--- src/rtl/fifo_stream_drain_if.sv ---
// Stream-side handshake bundle for fifo_stream_drain.
//   master: drives m_data / m_valid / m_last, samples m_ready (the drain).
//   slave : samples m_data / m_valid / m_last, drives m_ready (the sink).
interface fifo_stream_drain_if #(
  parameter int unsigned FIFO_WIDTH = 16
) ();
  logic [FIFO_WIDTH-1:0] m_data;
  logic                  m_valid;
  logic                  m_ready;
  logic                  m_last;

  modport master (
    output m_data,
    output m_valid,
    output m_last,
    input  m_ready
  );

  modport slave (
    input  m_data,
    input  m_valid,
    input  m_last,
    output m_ready
  );
endinterface

--- src/rtl/fifo_stream_drain.sv ---
// Read-side consumer of the synchronous FIFO. Pulls words through the FIFO read port and
// re-presents them as a valid/ready stream with packet framing.
// Ports:
//   clk, rst_n        clock (rising edge) and synchronous active-low reset
//   fifo_data_out     FIFO read data, valid the cycle after fifo_rd_en is sampled
//   fifo_empty        FIFO empty flag
//   fifo_underflow    FIFO underflow flag, flags the word landing this cycle as bogus
//   fifo_rd_en        read request to the FIFO
//   enable            permits new FIFO reads
//   m                 stream interface (m_data, m_valid, m_ready, m_last)
//   beat_count        delivered-beat counter, wraps
//   underflow_err     sticky error, set when a landing word is flagged by fifo_underflow
module fifo_stream_drain #(
  parameter int unsigned FIFO_WIDTH = 16,
  parameter int unsigned PKT_LEN    = 4,
  parameter int unsigned CNT_WIDTH  = 8
) (
  input  logic                  clk,
  input  logic                  rst_n,
  input  logic [FIFO_WIDTH-1:0] fifo_data_out,
  input  logic                  fifo_empty,
  input  logic                  fifo_underflow,
  output logic                  fifo_rd_en,
  input  logic                  enable,
  fifo_stream_drain_if.master   m,
  output logic [CNT_WIDTH-1:0]  beat_count,
  output logic                  underflow_err
);

  localparam int unsigned    IdxW    = (PKT_LEN > 1) ? $clog2(PKT_LEN) : 1;
  localparam logic [IdxW-1:0] IdxLast = IdxW'(PKT_LEN - 1);

  // Two-entry output buffer; entry 0 is the head presented on the stream.
  logic [FIFO_WIDTH-1:0] buf0_q, buf0_d;
  logic [FIFO_WIDTH-1:0] buf1_q, buf1_d;
  logic [1:0]            occ_q, occ_d;
  logic                  inflight_q, inflight_d;
  logic [IdxW-1:0]       idx_q, idx_d;
  logic [CNT_WIDTH-1:0]  beat_q, beat_d;
  logic                  uf_err_q, uf_err_d;

  logic       valid;
  logic       pop;
  logic       land;
  logic       room;
  logic [1:0] occ_pop;

  assign valid = (occ_q != 2'd0);
  assign pop   = valid && m.m_ready;
  // Word requested last cycle arrives now unless the FIFO flags it as an underflow.
  assign land  = inflight_q && !fifo_underflow;
  // Buffered + in-flight words after this cycle's pop must leave a free slot for a new read.
  assign room  = (({1'b0, occ_q} + {2'b00, inflight_q}) - {2'b00, pop}) < 3'd2;

  assign fifo_rd_en = rst_n && enable && !fifo_empty && room;

  always_comb begin
    buf0_d     = buf0_q;
    buf1_d     = buf1_q;
    idx_d      = idx_q;
    beat_d     = beat_q;
    uf_err_d   = uf_err_q;
    inflight_d = fifo_rd_en;
    occ_pop    = occ_q - {1'b0, pop};

    if (pop) begin
      buf0_d = buf1_q;
      idx_d  = (idx_q == IdxLast) ? '0 : idx_q + IdxW'(1);
      beat_d = beat_q + CNT_WIDTH'(1);
    end

    // Landing word goes to the first free slot after the pop-shift.
    if (land) begin
      if (occ_pop == 2'd0) begin
        buf0_d = fifo_data_out;
      end else begin
        buf1_d = fifo_data_out;
      end
    end

    occ_d = occ_pop + {1'b0, land};

    if (inflight_q && fifo_underflow) begin
      uf_err_d = 1'b1;
    end
  end

  always_ff @(posedge clk) begin
    if (!rst_n) begin
      buf0_q     <= '0;
      buf1_q     <= '0;
      occ_q      <= 2'd0;
      inflight_q <= 1'b0;
      idx_q      <= '0;
      beat_q     <= '0;
      uf_err_q   <= 1'b0;
    end else begin
      buf0_q     <= buf0_d;
      buf1_q     <= buf1_d;
      occ_q      <= occ_d;
      inflight_q <= inflight_d;
      idx_q      <= idx_d;
      beat_q     <= beat_d;
      uf_err_q   <= uf_err_d;
    end
  end

  assign m.m_valid     = valid;
  assign m.m_data      = buf0_q;
  assign m.m_last      = valid && (idx_q == IdxLast);
  assign beat_count    = beat_q;
  assign underflow_err = uf_err_q;

endmodule

--- src/flat_wrapper.sv ---
// flat-port wrapper written by rule: the top's interface ports become plain ports
module fifo_stream_drain_flat 
#(
  parameter int unsigned FIFO_WIDTH = 16,
  parameter int unsigned PKT_LEN    = 4,
  parameter int unsigned CNT_WIDTH  = 8
)
  (clk, rst_n, fifo_data_out, fifo_empty, fifo_underflow, fifo_rd_en, enable, beat_count, underflow_err, m_m_data, m_m_valid, m_m_last, m_m_ready);
  fifo_stream_drain_if #(.FIFO_WIDTH(FIFO_WIDTH)) m_i ();
  input  logic clk;
  input  logic rst_n;
  input  logic [FIFO_WIDTH-1:0] fifo_data_out;
  input  logic fifo_empty;
  input  logic fifo_underflow;
  output logic fifo_rd_en;
  input  logic enable;
  output logic [CNT_WIDTH-1:0] beat_count;
  output logic underflow_err;
  output wire logic [$bits(m_i.m_data)-1:0] m_m_data;
  output wire logic [$bits(m_i.m_valid)-1:0] m_m_valid;
  output wire logic [$bits(m_i.m_last)-1:0] m_m_last;
  input wire logic [$bits(m_i.m_ready)-1:0] m_m_ready;
  assign m_m_data = m_i.m_data;
  assign m_m_valid = m_i.m_valid;
  assign m_m_last = m_i.m_last;
  assign m_i.m_ready = m_m_ready;
  fifo_stream_drain #(.FIFO_WIDTH(FIFO_WIDTH), .PKT_LEN(PKT_LEN), .CNT_WIDTH(CNT_WIDTH)) u_core (.clk(clk), .rst_n(rst_n), .fifo_data_out(fifo_data_out), .fifo_empty(fifo_empty), .fifo_underflow(fifo_underflow), .fifo_rd_en(fifo_rd_en), .enable(enable), .m(m_i), .beat_count(beat_count), .underflow_err(underflow_err));
endmodule
--- config.mk ---
export PLATFORM = sky130hd
export DESIGN_NAME = fifo_stream_drain_flat
export DESIGN_NICKNAME = d
export VERILOG_FILES = /design/src/rtl/fifo_stream_drain_if.sv /design/src/rtl/fifo_stream_drain.sv /design/src/flat_wrapper.sv
export SDC_FILE = /design/constraint.sdc
export NUM_CORES = 1
export LEC_CHECK = 0
export BUFFER_PORTS_ARGS = -buffer_cell sky130_fd_sc_hd__buf_4
export CORE_AREA = 8 8 67 81
export CTS_CLUSTER_SIZE = 20
export DETAILED_ROUTE_END_ITERATION = 16
export DIE_AREA = 0 0 75 89
export PLACE_DENSITY = 0.77
export SLEW_MARGIN = 20
export SYNTH_ARGS = -nofsm -noshare
export SYNTH_HDL_FRONTEND = slang
export SYNTH_SLANG_ARGS = --single-unit
--- constraint.sdc ---
create_clock -name clk -period 3.2 [get_ports clk]
set_input_delay 0.8 -clock clk [delete_from_list [all_inputs] [get_ports clk]]
set_output_delay 0.8 -clock clk [all_outputs]
set_load 0.01 [all_outputs]
==> reports/qor.txt, run 1 <==
status = finished, final reports clean
Clock Sinks = 46
Post-CTS Hold Buffers = 0
most common cell after layout, fill and taps aside = buf_4
final period demand of the worst path = 3.03 ns
Buf+Inv Stages, Crit Path = 2
final WL = 4710 um
syn avg cell area = 9.76 um^2
Cell Area, Synth = 2140 um^2
CTS tree = done
Antenna Cells = 0
Worst path top cell family by delay = simple AND/OR/NAND/NOR gates
Die Wd = 75 um
GRT overflow = 0
DR vias/cell = 5.35
final setup fails = 0
Rows = 26
Util after Layout = 64.7%
Crit-path slowest cell = fa_1
Residual DRC = 0
layout cells sized above 1 = 31.2%
Synthesized Nets = 246
Final Hold Vio Count = 0
highest cell delay on the worst timing path = 0.47 ns
main flop type after synthesis = dfxtp_1
Worst EP required = 2.40 ns
Arr. time, crit path = 2.23 ns
clk_lat worst skew = 0.30 ns
Final Power = 0.00111 W
Max VDD drop = 283 uV
Worst-path clk slew = 0.09 ns
vias in the first global route = 1,728
Mapped Cells = 219
CP Capture Type = output pin
Hold Crit Class = reg -> reg
Setup Buffers After CTS = 0
I/O pin count = 50
1st-iter DRT viols = 175
worst-path fanout max = 4
Rel. slew slack = 30.5%
IO Port Bufs = 49
routability cong. = 0.778
Post-synth EDFFs = 0
post-route ant nets = 0
Startpoint Class = input pin
post-synth cell types = 35
synth warn = 0
global-route wire length before repair = 7980 um
Setup Skew = 0.00498 ns
Starting Density = 51.8%
CTS resizes = 0
Sum Neg Setup Slack = 0 ns
maxcap violations = 0
sequential element share of the synthesized area = 43.1%
period utilisation layout = 94.6%
initial antenna violation count = 0
RSZ-0062 raised after global routing = false
Global Route Usage Sum = 15.2%
final net count = 295
DRT Pass-1 Iters = 4
DP Wirelength = 3310 um
worst-margin pin slew = 1.04 ns
Die Y = 89 um
Inserted Clock Buffers = 5
# H-tree levels = 2
Core ar. = 4130 um^2
Area growth syn-to-layout = 24.9%
die outline area = 6680 um^2
largest net degree at the start of global routing = 39
Yosys reg bits = 46
total number of vias = 1,740
critical path class = in -> out
Pleak = 1.32 nW
commonest non-fill, non-tap cells in the layout = buf_4, dfxtp_1, nand2_1, mux2i_1, nor2_1
Clk Tree Root Cell = clkbuf_8
CP Cell Sequence = buf_4 -> and2b_2 -> or2_2 -> nand2_1 -> fa_1 -> nand2_1 -> nor4_2 -> buf_4
PD cells = 417 nW/um^2
clock buffer depth = 2
Final Slew Violations = 0
DR WL/cell = 14.5 um
Async S/R FF share, synth = 0%
fmax = 330 MHz
[power by group]
group / switching [W] / internal (W)
registers: 0.00000593 / 0.000582
logic: 0.0000514 / 0.0000493
clock network: 0.000196 / 0.000230
total: 0.000254 / 0.000861
[path summary, 6_finish.rpt]
kind                            cells after the start               from  slack (ns)            endpoint
worst max-delay path                                8          m_m_ready        0.17          fifo_rd_en
worst min-delay path                                2  u_core.buf1_q[13]        0.47   u_core.buf1_q[13]
worst max register to register                      4    u_core.occ_q[1]        1.04  u_core.m.m_data[0]
worst min register to register                      2  u_core.buf1_q[13]        0.47   u_core.buf1_q[13]
[worst min-delay path, cell delays in order (launching register included)]
cell and delay (ns):
dfxtp_1 0.32, nand2_1 0.05, mux2i_1 0.05
[kinds of logic (layout without fill, tap and decap cells)]
logic type      count (synthesis)  after routing  share of synthesized area, %
simple gates                   83             83                          17.5
xor+xnor                        4              4                          1.64
mux                            36             36                          16.9
fa+ha+maj                       5              5                          3.28
compound gates                 27             27                          12.9
flops                          46             46                          43.1
buf+inv                        18             68                          4.74
[synth_stat cells, types with 3 or more instances]
master	instances	area, um^2
a221oi_1	6	52.6
mux2i_1	36	360
nor2_1	24	90.1
clkbuf_1	9	33.8
nand2_1	39	146
a221oi_2	10	150
a21oi_1	5	25.0
nand2b_1	3	18.8
ha_1	4	50.1
dfxtp_1	46	921
xor2_1	3	26.3
[registers in the layout (all words and copies together) (netlist names)]
| register | cells |
|---|---|
| u_core.occ_q | 2 |
| u_core.underflow_err | 1 |
| u_core.idx_q | 2 |
| u_core.inflight_q | 1 |
| u_core.beat_count | 8 |
| u_core.buf1_q | 16 |
| u_core.m.m_data | 16 |
[routing by layer]
layer | vias up | GRT usage, % | wire, um
li1 | 868 | - | -
met1 | 829 | 17.5 | 2020
met2 | 37 | 26.5 | 2390
met3 | 6 | 4.15 | 253
met4 | 0 | 4.64 | 48
met5 | - | 0 | 0
[per-stage QoR]
stage          cells  hold WS, ns  cell area [um^2]  setup slack [ns]
4_1_cts          325        0.470              2670             0.142
2_1_floorplan    219        0.437              2140             0.267
3_5_place_dp     317        0.457              2560             0.149
3_3_place_gp     317        0.447              2560             0.172
5_1_grt          325        0.485              2670            0.0681
6_report         325        0.466              2670             0.172
[final cells by class]
type | count | area (um^2)
Multi-Input combinational cell | 155 | 1140
Clock buffer | 5 | 68.8
Clock inverter | 3 | 40.0
Tap cell | 56 | 70.1
Fill cell | 371 | 1460
Timing Repair Buffer | 56 | 420
Sequential cell | 46 | 921
Inverter | 4 | 15.0
Note: power is estimated with default switching activity, not from simulation.
==> inputs of run 2 (changes only) <==
--- a/config.mk
+++ b/config.mk
@@ -10,7 +10,7 @@
 export CTS_CLUSTER_SIZE = 20
 export DETAILED_ROUTE_END_ITERATION = 16
 export DIE_AREA = 0 0 75 89
-export PLACE_DENSITY = 0.77
+export PLACE_DENSITY = 0.85
 export SLEW_MARGIN = 20
 export SYNTH_ARGS = -nofsm -noshare
 export SYNTH_HDL_FRONTEND = slang
==> reports/qor.txt, run 2 (synthesis gave the netlist of run 1 again) <==
I/O pin count = 50
fillcell total = 363
fmax = 325 MHz
DRT Pass-1 Iters = 4
period utilisation layout = 96.3%
Area growth syn-to-layout = 25.0%
clock buffer depth = 2
critical path class = in -> out
final WL = 4750 um
Max VDD drop = 277 uV
DR vias/cell = 5.33
clk_lat worst skew = 0.29 ns
worst-path fanout max = 5
PD cells = 415 nW/um^2
Final Hold Vio Count = 0
DR WL/cell = 14.6 um
Starting Density = 51.8%
Clock Sinks = 46
GRT overflow = 0
Core ar. = 4130 um^2
maxcap violations = 0
Sum Neg Setup Slack = 0 ns
Residual DRC = 0
final net count = 295
Antenna Cells = 0
most common cell after layout, fill and taps aside = buf_4
CP Cell Sequence = buf_4 -> nand3b_2 -> inv_4 -> or2_2 -> nand2_1 -> fa_1 -> nand2_1 -> nor4_2 -> buf_4
dpl ws = 0.104 ns
initial antenna violation count = 0
Arr. time, crit path = 2.28 ns
IO Port Bufs = 49
Util after Layout = 64.7%
Startpoint Class = input pin
Rows = 26
global-route wire length before repair = 7660 um
post-route ant nets = 0
vias in the first global route = 1,729
Worst EP required = 2.40 ns
Hold Crit Class = reg -> reg
design area = 2670 um^2
largest net degree at the start of global routing = 38
total number of vias = 1,731
Die Y = 89 um
Setup Skew = 0.00583 ns
Worst R2R Setup Slack = 1.00 ns
final period demand of the worst path = 3.08 ns
Post-CTS Hold Buffers = 0
Final Slew Violations = 0
RSZ-0062 raised after global routing = false
final setup fails = 0
Final Power = 0.00111 W
# H-tree levels = 2
DP Area = 2560 um^2
DP Wirelength = 3290 um
Clk Tree Root Cell = clkbuf_8
die outline area = 6680 um^2
CTS tree = done
Worst-path clk slew = 0.08 ns
Die Wd = 75 um
Global Route Usage Sum = 14.8%
layout cells sized above 1 = 31.2%
Final WS setup = 0.119 ns
Pleak = 1.31 nW
commonest non-fill, non-tap cells in the layout = buf_4, dfxtp_1, nand2_1, mux2i_1, nor2_1
highest cell delay on the worst timing path = 0.48 ns
1st-iter DRT viols = 67
Crit-path slowest cell = fa_1
Rel. slew slack = 34.3%
Inserted Clock Buffers = 5
routability cong. = 0.833
CP Capture Type = output pin
worst-margin pin slew = 0.986 ns
status = finished, final reports clean
-- run 2: cell count changes in the layout (fill, tap and decap cells not counted) --
| cell | change |
|---|---|
| inv_2 | -1 |
| inv_4 | +1 |
-- run 2: through the flow --
step,hold WS (ns),cells
floorplan,0.437,219
global placement,0.445,317
detailed placement,0.454,317
CTS,0.471,325
global route,0.488,325
finish,0.465,325
-- run 2: cell type report --
| type | count | area (um^2) | area share (%) |
|---|---|---|---|
| Clock buffer | 5 | 68.8 | 2.57 |
| Sequential cell | 46 | 921 | 34.4 |
| Tap cell | 56 | 70.1 | 2.62 |
| Inverter | 4 | 17.5 | 0.655 |
| Multi-Input combinational cell | 155 | 1140 | 42.5 |
| Timing Repair Buffer | 56 | 420 | 15.7 |
| Clock inverter | 3 | 40.0 | 1.50 |
-- run 2: power by group --
| part | internal (W) | total [W] | switching, W | leakage, nW |
|---|---|---|---|---|
| sequential | 0.000582 | 0.000588 | 0.00000636 | 0.372 |
| clock | 0.000230 | 0.000420 | 0.000190 | 0.0579 |
| combinational | 0.0000501 | 0.000102 | 0.0000518 | 0.884 |
-- run 2: repair_timing --
| action | 4_1_cts | 5_1_grt |
|---|---|---|
| resized for setup | 0 | 2 |
| endpoints found under the setup margin | 0 | 1 |
| setup buffers | 0 | 0 |
-- run 2: worst paths after layout --
check,start,endpoint,cells past startpoint
worst max-delay path,m_m_ready,fifo_rd_en,9
worst min-delay path,u_core.buf1_q[2],u_core.buf1_q[2],2
worst max register to register,u_core.occ_q[1],u_core.m.m_data[1],4
worst min register to register,u_core.buf1_q[2],u_core.buf1_q[2],2
-- run 2: worst max-delay path, delay by kind of cell --
kind	cells	cell delay (ns)
buf+inv	3	0.40
fa+ha+maj	1	0.48
simple gates	5	0.59
-- run 2: routing by layer --
layer	GRT usage [%]	share of wire (%)
met5	0	0
met4	5.36	1.3
met3	4.71	6.2
met2	26.7	52
met1	15.3	41
